<file path="src/rtl/cpu_pkg.sv">
// Shared types and constants for the pipeline hazard/sequencing logic.
package cpu_pkg;

  localparam int RAW = 5;

  typedef enum logic [1:0] {
    FWD_RF   = 2'b00,
    FWD_EALU = 2'b01,
    FWD_MALU = 2'b10,
    FWD_MMEM = 2'b11
  } fwd_sel_t;

  typedef enum logic {
    IDLE = 1'b0,
    BUSY = 1'b1
  } mdu_state_t;

endpackage

</file>
<file path="src/rtl/mdu_seq.sv">
// Multiply/divide unit sequencer: launch pulse, then busy for MDU_LAT cycles.
module mdu_seq
  import cpu_pkg::*;
#(
  parameter int MDU_LAT = 32
) (
  input  logic clk,
  input  logic clrn,
  input  logic launch,
  output logic mdu_start,
  output logic mdu_busy
);

  localparam int CW = (MDU_LAT > 1) ? $clog2(MDU_LAT) : 1;
  localparam logic [CW-1:0] LOAD = CW'(MDU_LAT - 1);

  mdu_state_t    state_q, state_d;
  logic [CW-1:0] cnt_q, cnt_d;

  always_ff @(posedge clk or negedge clrn) begin
    if (!clrn) begin
      state_q <= IDLE;
      cnt_q   <= '0;
    end else begin
      state_q <= state_d;
      cnt_q   <= cnt_d;
    end
  end

  // Busy covers counter values LOAD..0, i.e. exactly MDU_LAT cycles.
  always_comb begin
    state_d   = state_q;
    cnt_d     = cnt_q;
    mdu_start = 1'b0;
    mdu_busy  = 1'b0;
    case (state_q)
      IDLE: begin
        if (launch) begin
          mdu_start = 1'b1;
          state_d   = BUSY;
          cnt_d     = LOAD;
        end
      end
      BUSY: begin
        mdu_busy = 1'b1;
        if (cnt_q == '0) begin
          state_d = IDLE;
        end else begin
          cnt_d = cnt_q - CW'(1);
        end
      end
    endcase
  end

endmodule

</file>
<file path="src/rtl/pipe_hazard_ctrl.sv">
// Hazard controller: EXE/MEM destination scoreboard, forwarding selects,
// load-use / MDU stalls, branch flush and MDU sequencing.
module pipe_hazard_ctrl #(
  parameter int MDU_LAT = 32,
  parameter int RAW     = cpu_pkg::RAW,
  parameter int CNT_W   = 32
) (
  input  logic             clk,
  input  logic             clrn,
  input  logic [RAW-1:0]   id_rs,
  input  logic [RAW-1:0]   id_rt,
  input  logic             id_use_rs,
  input  logic             id_use_rt,
  input  logic [RAW-1:0]   id_rn,
  input  logic             id_wreg,
  input  logic             id_m2reg,
  input  logic             id_mdu_op,
  input  logic             id_mdu_use,
  input  logic             id_br_taken,
  output logic [1:0]       fwda,
  output logic [1:0]       fwdb,
  output logic             wpcir,
  output logic             bubble,
  output logic             flush_if,
  output logic             mdu_start,
  output logic             mdu_busy,
  output logic [CNT_W-1:0] stall_cnt
);
  import cpu_pkg::*;

  logic             e_wreg_q, e_wreg_d, e_m2reg_q, e_m2reg_d;
  logic             m_wreg_q, m_wreg_d, m_m2reg_q, m_m2reg_d;
  logic [RAW-1:0]   e_rn_q, e_rn_d, m_rn_q, m_rn_d;
  logic [CNT_W-1:0] stall_cnt_q, stall_cnt_d;

  logic [RAW-1:0] src [2];
  logic [1:0]     use_src;
  logic [1:0]     ld_hit;
  logic           luse, mstall, stall;

  assign src[0]     = id_rs;
  assign src[1]     = id_rt;
  assign use_src[0] = id_use_rs;
  assign use_src[1] = id_use_rt;

  // Register 0 is hard-wired zero, so an rn=0 entry never forwards or stalls.
  genvar gi;
  generate
    for (gi = 0; gi < 2; gi++) begin : g_fwd
      logic       e_hit, m_hit;
      logic [1:0] sel;
      assign e_hit      = e_wreg_q & ~e_m2reg_q & (e_rn_q != '0) & (e_rn_q == src[gi]);
      assign m_hit      = m_wreg_q & (m_rn_q != '0) & (m_rn_q == src[gi]);
      assign ld_hit[gi] = e_wreg_q & e_m2reg_q & (e_rn_q != '0) & use_src[gi]
                          & (e_rn_q == src[gi]);
      always_comb begin
        sel = FWD_RF;
        if (e_hit) begin
          sel = FWD_EALU;
        end else if (m_hit) begin
          sel = m_m2reg_q ? FWD_MMEM : FWD_MALU;
        end
      end
    end
  endgenerate

  assign fwda     = g_fwd[0].sel;
  assign fwdb     = g_fwd[1].sel;
  assign luse     = |ld_hit;
  assign mstall   = id_mdu_use & mdu_busy;
  assign stall    = luse | mstall;
  assign wpcir    = ~stall;
  assign bubble   = stall;
  assign flush_if = id_br_taken & wpcir;
  assign stall_cnt = stall_cnt_q;

  always_comb begin
    m_wreg_d  = e_wreg_q;
    m_m2reg_d = e_m2reg_q;
    m_rn_d    = e_rn_q;
    e_wreg_d  = 1'b0;
    e_m2reg_d = 1'b0;
    e_rn_d    = '0;
    if (wpcir) begin
      e_wreg_d  = id_wreg;
      e_m2reg_d = id_m2reg;
      e_rn_d    = id_rn;
    end
    stall_cnt_d = stall_cnt_q;
    if (stall && (stall_cnt_q != '1)) begin
      stall_cnt_d = stall_cnt_q + CNT_W'(1);
    end
  end

  always_ff @(posedge clk or negedge clrn) begin
    if (!clrn) begin
      e_wreg_q    <= 1'b0;
      e_m2reg_q   <= 1'b0;
      e_rn_q      <= '0;
      m_wreg_q    <= 1'b0;
      m_m2reg_q   <= 1'b0;
      m_rn_q      <= '0;
      stall_cnt_q <= '0;
    end else begin
      e_wreg_q    <= e_wreg_d;
      e_m2reg_q   <= e_m2reg_d;
      e_rn_q      <= e_rn_d;
      m_wreg_q    <= m_wreg_d;
      m_m2reg_q   <= m_m2reg_d;
      m_rn_q      <= m_rn_d;
      stall_cnt_q <= stall_cnt_d;
    end
  end

  mdu_seq #(
    .MDU_LAT(MDU_LAT)
  ) u_mdu_seq (
    .clk      (clk),
    .clrn     (clrn),
    .launch   (id_mdu_op & ~stall),
    .mdu_start(mdu_start),
    .mdu_busy (mdu_busy)
  );

endmodule

</file>
<file path="config.mk">
export PLATFORM = sky130hd
export DESIGN_NAME = pipe_hazard_ctrl
export DESIGN_NICKNAME = d
export VERILOG_FILES = /design/src/rtl/cpu_pkg.sv /design/src/rtl/mdu_seq.sv /design/src/rtl/pipe_hazard_ctrl.sv
export SDC_FILE = /design/constraint.sdc
export NUM_CORES = 1
export LEC_CHECK = 0
export CORE_ASPECT_RATIO = 1.5
export CORE_UTILIZATION = 25
export CTS_CLUSTER_DIAMETER = 120
export CTS_CLUSTER_SIZE = 12
export DETAILED_ROUTE_END_ITERATION = 10
export HOLD_SLACK_MARGIN = 0.15
export PLACE_DENSITY_LB_ADDON = 0.3
export SLEW_MARGIN = 0
export SYNTH_ARGS = -nofsm -noshare
export SYNTH_HDL_FRONTEND = slang
export SYNTH_SLANG_ARGS = --single-unit
</file>
<file path="constraint.sdc">
create_clock -name clk -period 2.5 [get_ports clk]
set_input_delay 0.75 -clock clk [delete_from_list [all_inputs] [get_ports clk]]
set_output_delay 0.75 -clock clk [all_outputs]
set_load 0.01 [all_outputs]
</file>
==> impl_metrics.tcl <==
set metrics [dict create \
    fin_crit_sh_pct 106 \
    synth_area_mm2 0.00262 \
    place_ws_ns -1.08 \
    die_w_um 85.6 \
    die_h_um 127 \
    dp.cells 472 \
    drive_gt1_share_pct 28.1 \
    status "finished, violations left" \
    hold_violations 0 \
    path_delay_family "compound AO/OA/AOI/OAI gates" \
    final.fill_count 1004 \
    async_reset_ff_share_pct 100 \
    cts.sinks 52 \
    worst-path-buf-inv 2 \
    drtIter0Drc 53 \
    yosys_warnings 0 \
    critPathSlowestCell "o21a_2" \
    cts_root_buf "clkbuf_16" \
    synth_mux_area_share_pct 0.429 \
    p_per_area_mw_per_mm2 684 \
    rows 45 \
    crit_fanout 5 \
    finalPower_mw 2.74 \
    viasPerCell 4.42 \
    io_pins 65 \
    synth_simple_gate_area_share_pct 23.6 \
    cp.depth 7 \
    p_leak_nw 1.83 \
    dieArea_mm2 0.0109 \
    stdcell_count 486 \
    postCtsHoldBufs 0 \
    ys_seq_area_share_pct 49.6 \
    ant_nets 0 \
    rr_endpoint "stall_cnt[9]" \
    diodes 0 \
    clock_latency_ns 0.29 \
    setup_slack_ns -0.150 \
    synth_top_family_by_area "simple AND/OR/NAND/NOR gates" \
    ys.flop_type "dfrtp_1" \
    cp.required_ns 1.75 \
    grt_overflow_total 0 \
    route.met2.wl_um 3790 \
    setup_tns_ns -0.548 \
    cp-endpoint "flush_if" \
    synth_nets 271 \
    h-tree-depth 2 \
    maxCapViolCount 0 \
    synthToLayoutAreaGrowth_pct 52.5 \
    yosys.area.top_type "dfrtp_1" \
    synthesis.instances 244 \
    grt_pass1_vias 2241 \
    synthTopCellsByArea "dfrtp_1 50%, xor2_1 14%, xnor2_1 3.7%, nor3_1 2.9%, nor4_1 2.4%" \
    end_kind "output pin" \
    hold_class "reg -> reg" \
    reg2reg_depth 10 \
    max_freq_mhz 377 \
    fin_crit_ns 2.65 \
    final_cell_area_mm2 0.00400 \
    gp_congestion 0.752 \
    numPortBuffers 64 \
    drcViolationCount 0 \
    ys_types 42 \
    wl_um 6740 \
    worst_pin_slew_ns 0.591 \
    dr.pass1.iters 4 \
    grt_max_degree 30 \
    core_mm2 0.0102 \
    cts_buffers 5 \
    slew_headroom_pct 60.5 \
    yosysTopAreaCellShare_pct 49.6 \
    dr.max_layer_used "met4" \
    regToRegSetupSlack_ns 0.10 \
    violations "setup timing" \
    synth_xor_area_share_pct 18.0 \
    synth_adder_area_share_pct 1.43 \
    placed_cell_area_mm2 0.00364 \
    worstHoldStart "e_wreg_q" \
    rsz0062_at_grt "true" \
    dr_wl_met3_um 217 \
    grt.total_usage_pct 12.7 \
    crit_start "id_rs[4]" \
    crit_chain "buf_8 -> xor2_2 -> nor3_2 -> a32oi_1 -> o21a_2 -> and2_4 -> buf_6" \
    synth_edf_count 0 \
    maxSlewViolCount 0 \
    avgSynthCellArea_um2 10.8 \
    cts_tree "yes" \
    cpPeakStageDelay_ns 0.26 \
    crit_path_start_kind "input port" \
    finalClockSkew_ns 0.00442 \
    path_clk_slew_ns 0.06 \
    ys_ff_latch 52 \
    grt_pass1_wl_um 10900 \
    cp.arrival_ns 1.90 \
    place_hpwl_um 4850 \
    initial_utilization_pct 25.7 \
    max-vdd-ir-drop_mv 0.532 \
    nNetsFinal 371 \
    seq_area_mm2 0.00130 \
    worstSetupPathType "in -> out" \
    worstReg2RegStart "e_rn_q[3]" \
    cts_buffer_depth 2 \
    antenna_found_initial 0 \
    multi_input_area_mm2 0.00145 \
    vias 2146 \
    final_util_pct 39.3 \
    holdWs_ns 0.411 \
    met1_length_um 2650 \
    wl_per_cell_um 13.9 \
    setup_viol 8 \
    synth-compound-area-share_pct 4.39 \
]
-- cell type report --
type / count / share of cell area, %
Clock inverter: 2 / 0.876
Tap cell: 141 / 4.41
Inverter: 9 / 0.845
Clock buffer: 6 / 3.22
Multi-Input combinational cell: 178 / 36.2
Timing Repair Buffer: 98 / 21.9
Sequential cell: 52 / 32.6
-- logic make-up after synthesis --
logic type               count (synthesis)
AND/OR/NAND/NOR                        105
XOR/XNOR                                54
flip-flops                              52
AO/OA/AOI/OAI                           15
buffers and inverters                   14
adder cells (fa/ha/maj)                  3
multiplexers                             1
-- state kept, by name (all words and copies together) (netlist names), 5 cells and up --
name,count
m_rn_q,5
e_rn_q,5
u_mdu_seq.cnt_q,5
stall_cnt,32
-- cells in the mapped netlist (all sizes together), types with 2 or more instances --
master,number
ha,3
and3,4
or2,2
nand3,13
a21o,3
nor2,12
a2bb2oi,3
buf,4
dfrtp,52
nor2b,3
and4,3
or4,2
xor2,43
and2,9
nand2,16
nand4,6
nor3,17
nor4b,3
xnor2,11
o21ai,2
nor3b,2
nor4,11
o21a,2
inv,9
-- cell usage in the layout (no fill, tap or decap), types with 8 or more instances in the layout --
cell type,netlist,layout
and2_1,9,8
buf_2,2,12
buf_4,1,31
clkdlybuf4s50_1,0,44
dfrtp_1,52,51
inv_1,9,9
nand2_1,16,16
nand3_1,12,12
nor2_1,12,11
nor3_1,15,8
nor3_2,2,8
xnor2_1,11,9
xor2_1,43,38
-- metal layers --
metal	track usage, %	vias to the layer above
met5	0	-
met4	4.12	0
met3	2.07	5
met2	23.9	47
met1	14.4	1058
li1	-	1036
-- power by group --
| group | switching, mW | total (mW) | internal (mW) |
|---|---|---|---|
| logic | 0.376 | 0.836 | 0.460 |
| clock network | 0.297 | 0.768 | 0.471 |
| registers | 0.154 | 1.13 | 0.977 |
-- repair_timing --
item                                    in CTS  in global routing
buffers inserted                             5                  1
pin swaps                                   18                  9
resized for setup                           91                 28
endpoints found under the setup margin      41                  9
-- worst min path at each step --
| stage | to | depth (start not counted) | slack, ns |
|---|---|---|---|
| 2_1_floorplan | m_m2reg_q | 0 | 0.37 |
| 3_3_place_gp | m_wreg_q | 0 | 0.40 |
| 3_5_place_dp | m_wreg_q | 0 | 0.40 |
| 4_1_cts | m_wreg_q | 0 | 0.42 |
| 5_1_grt | m_wreg_q | 0 | 0.43 |
| 6_report | m_wreg_q | 0 | 0.41 |
Note: power is estimated with default switching activity, not from simulation.
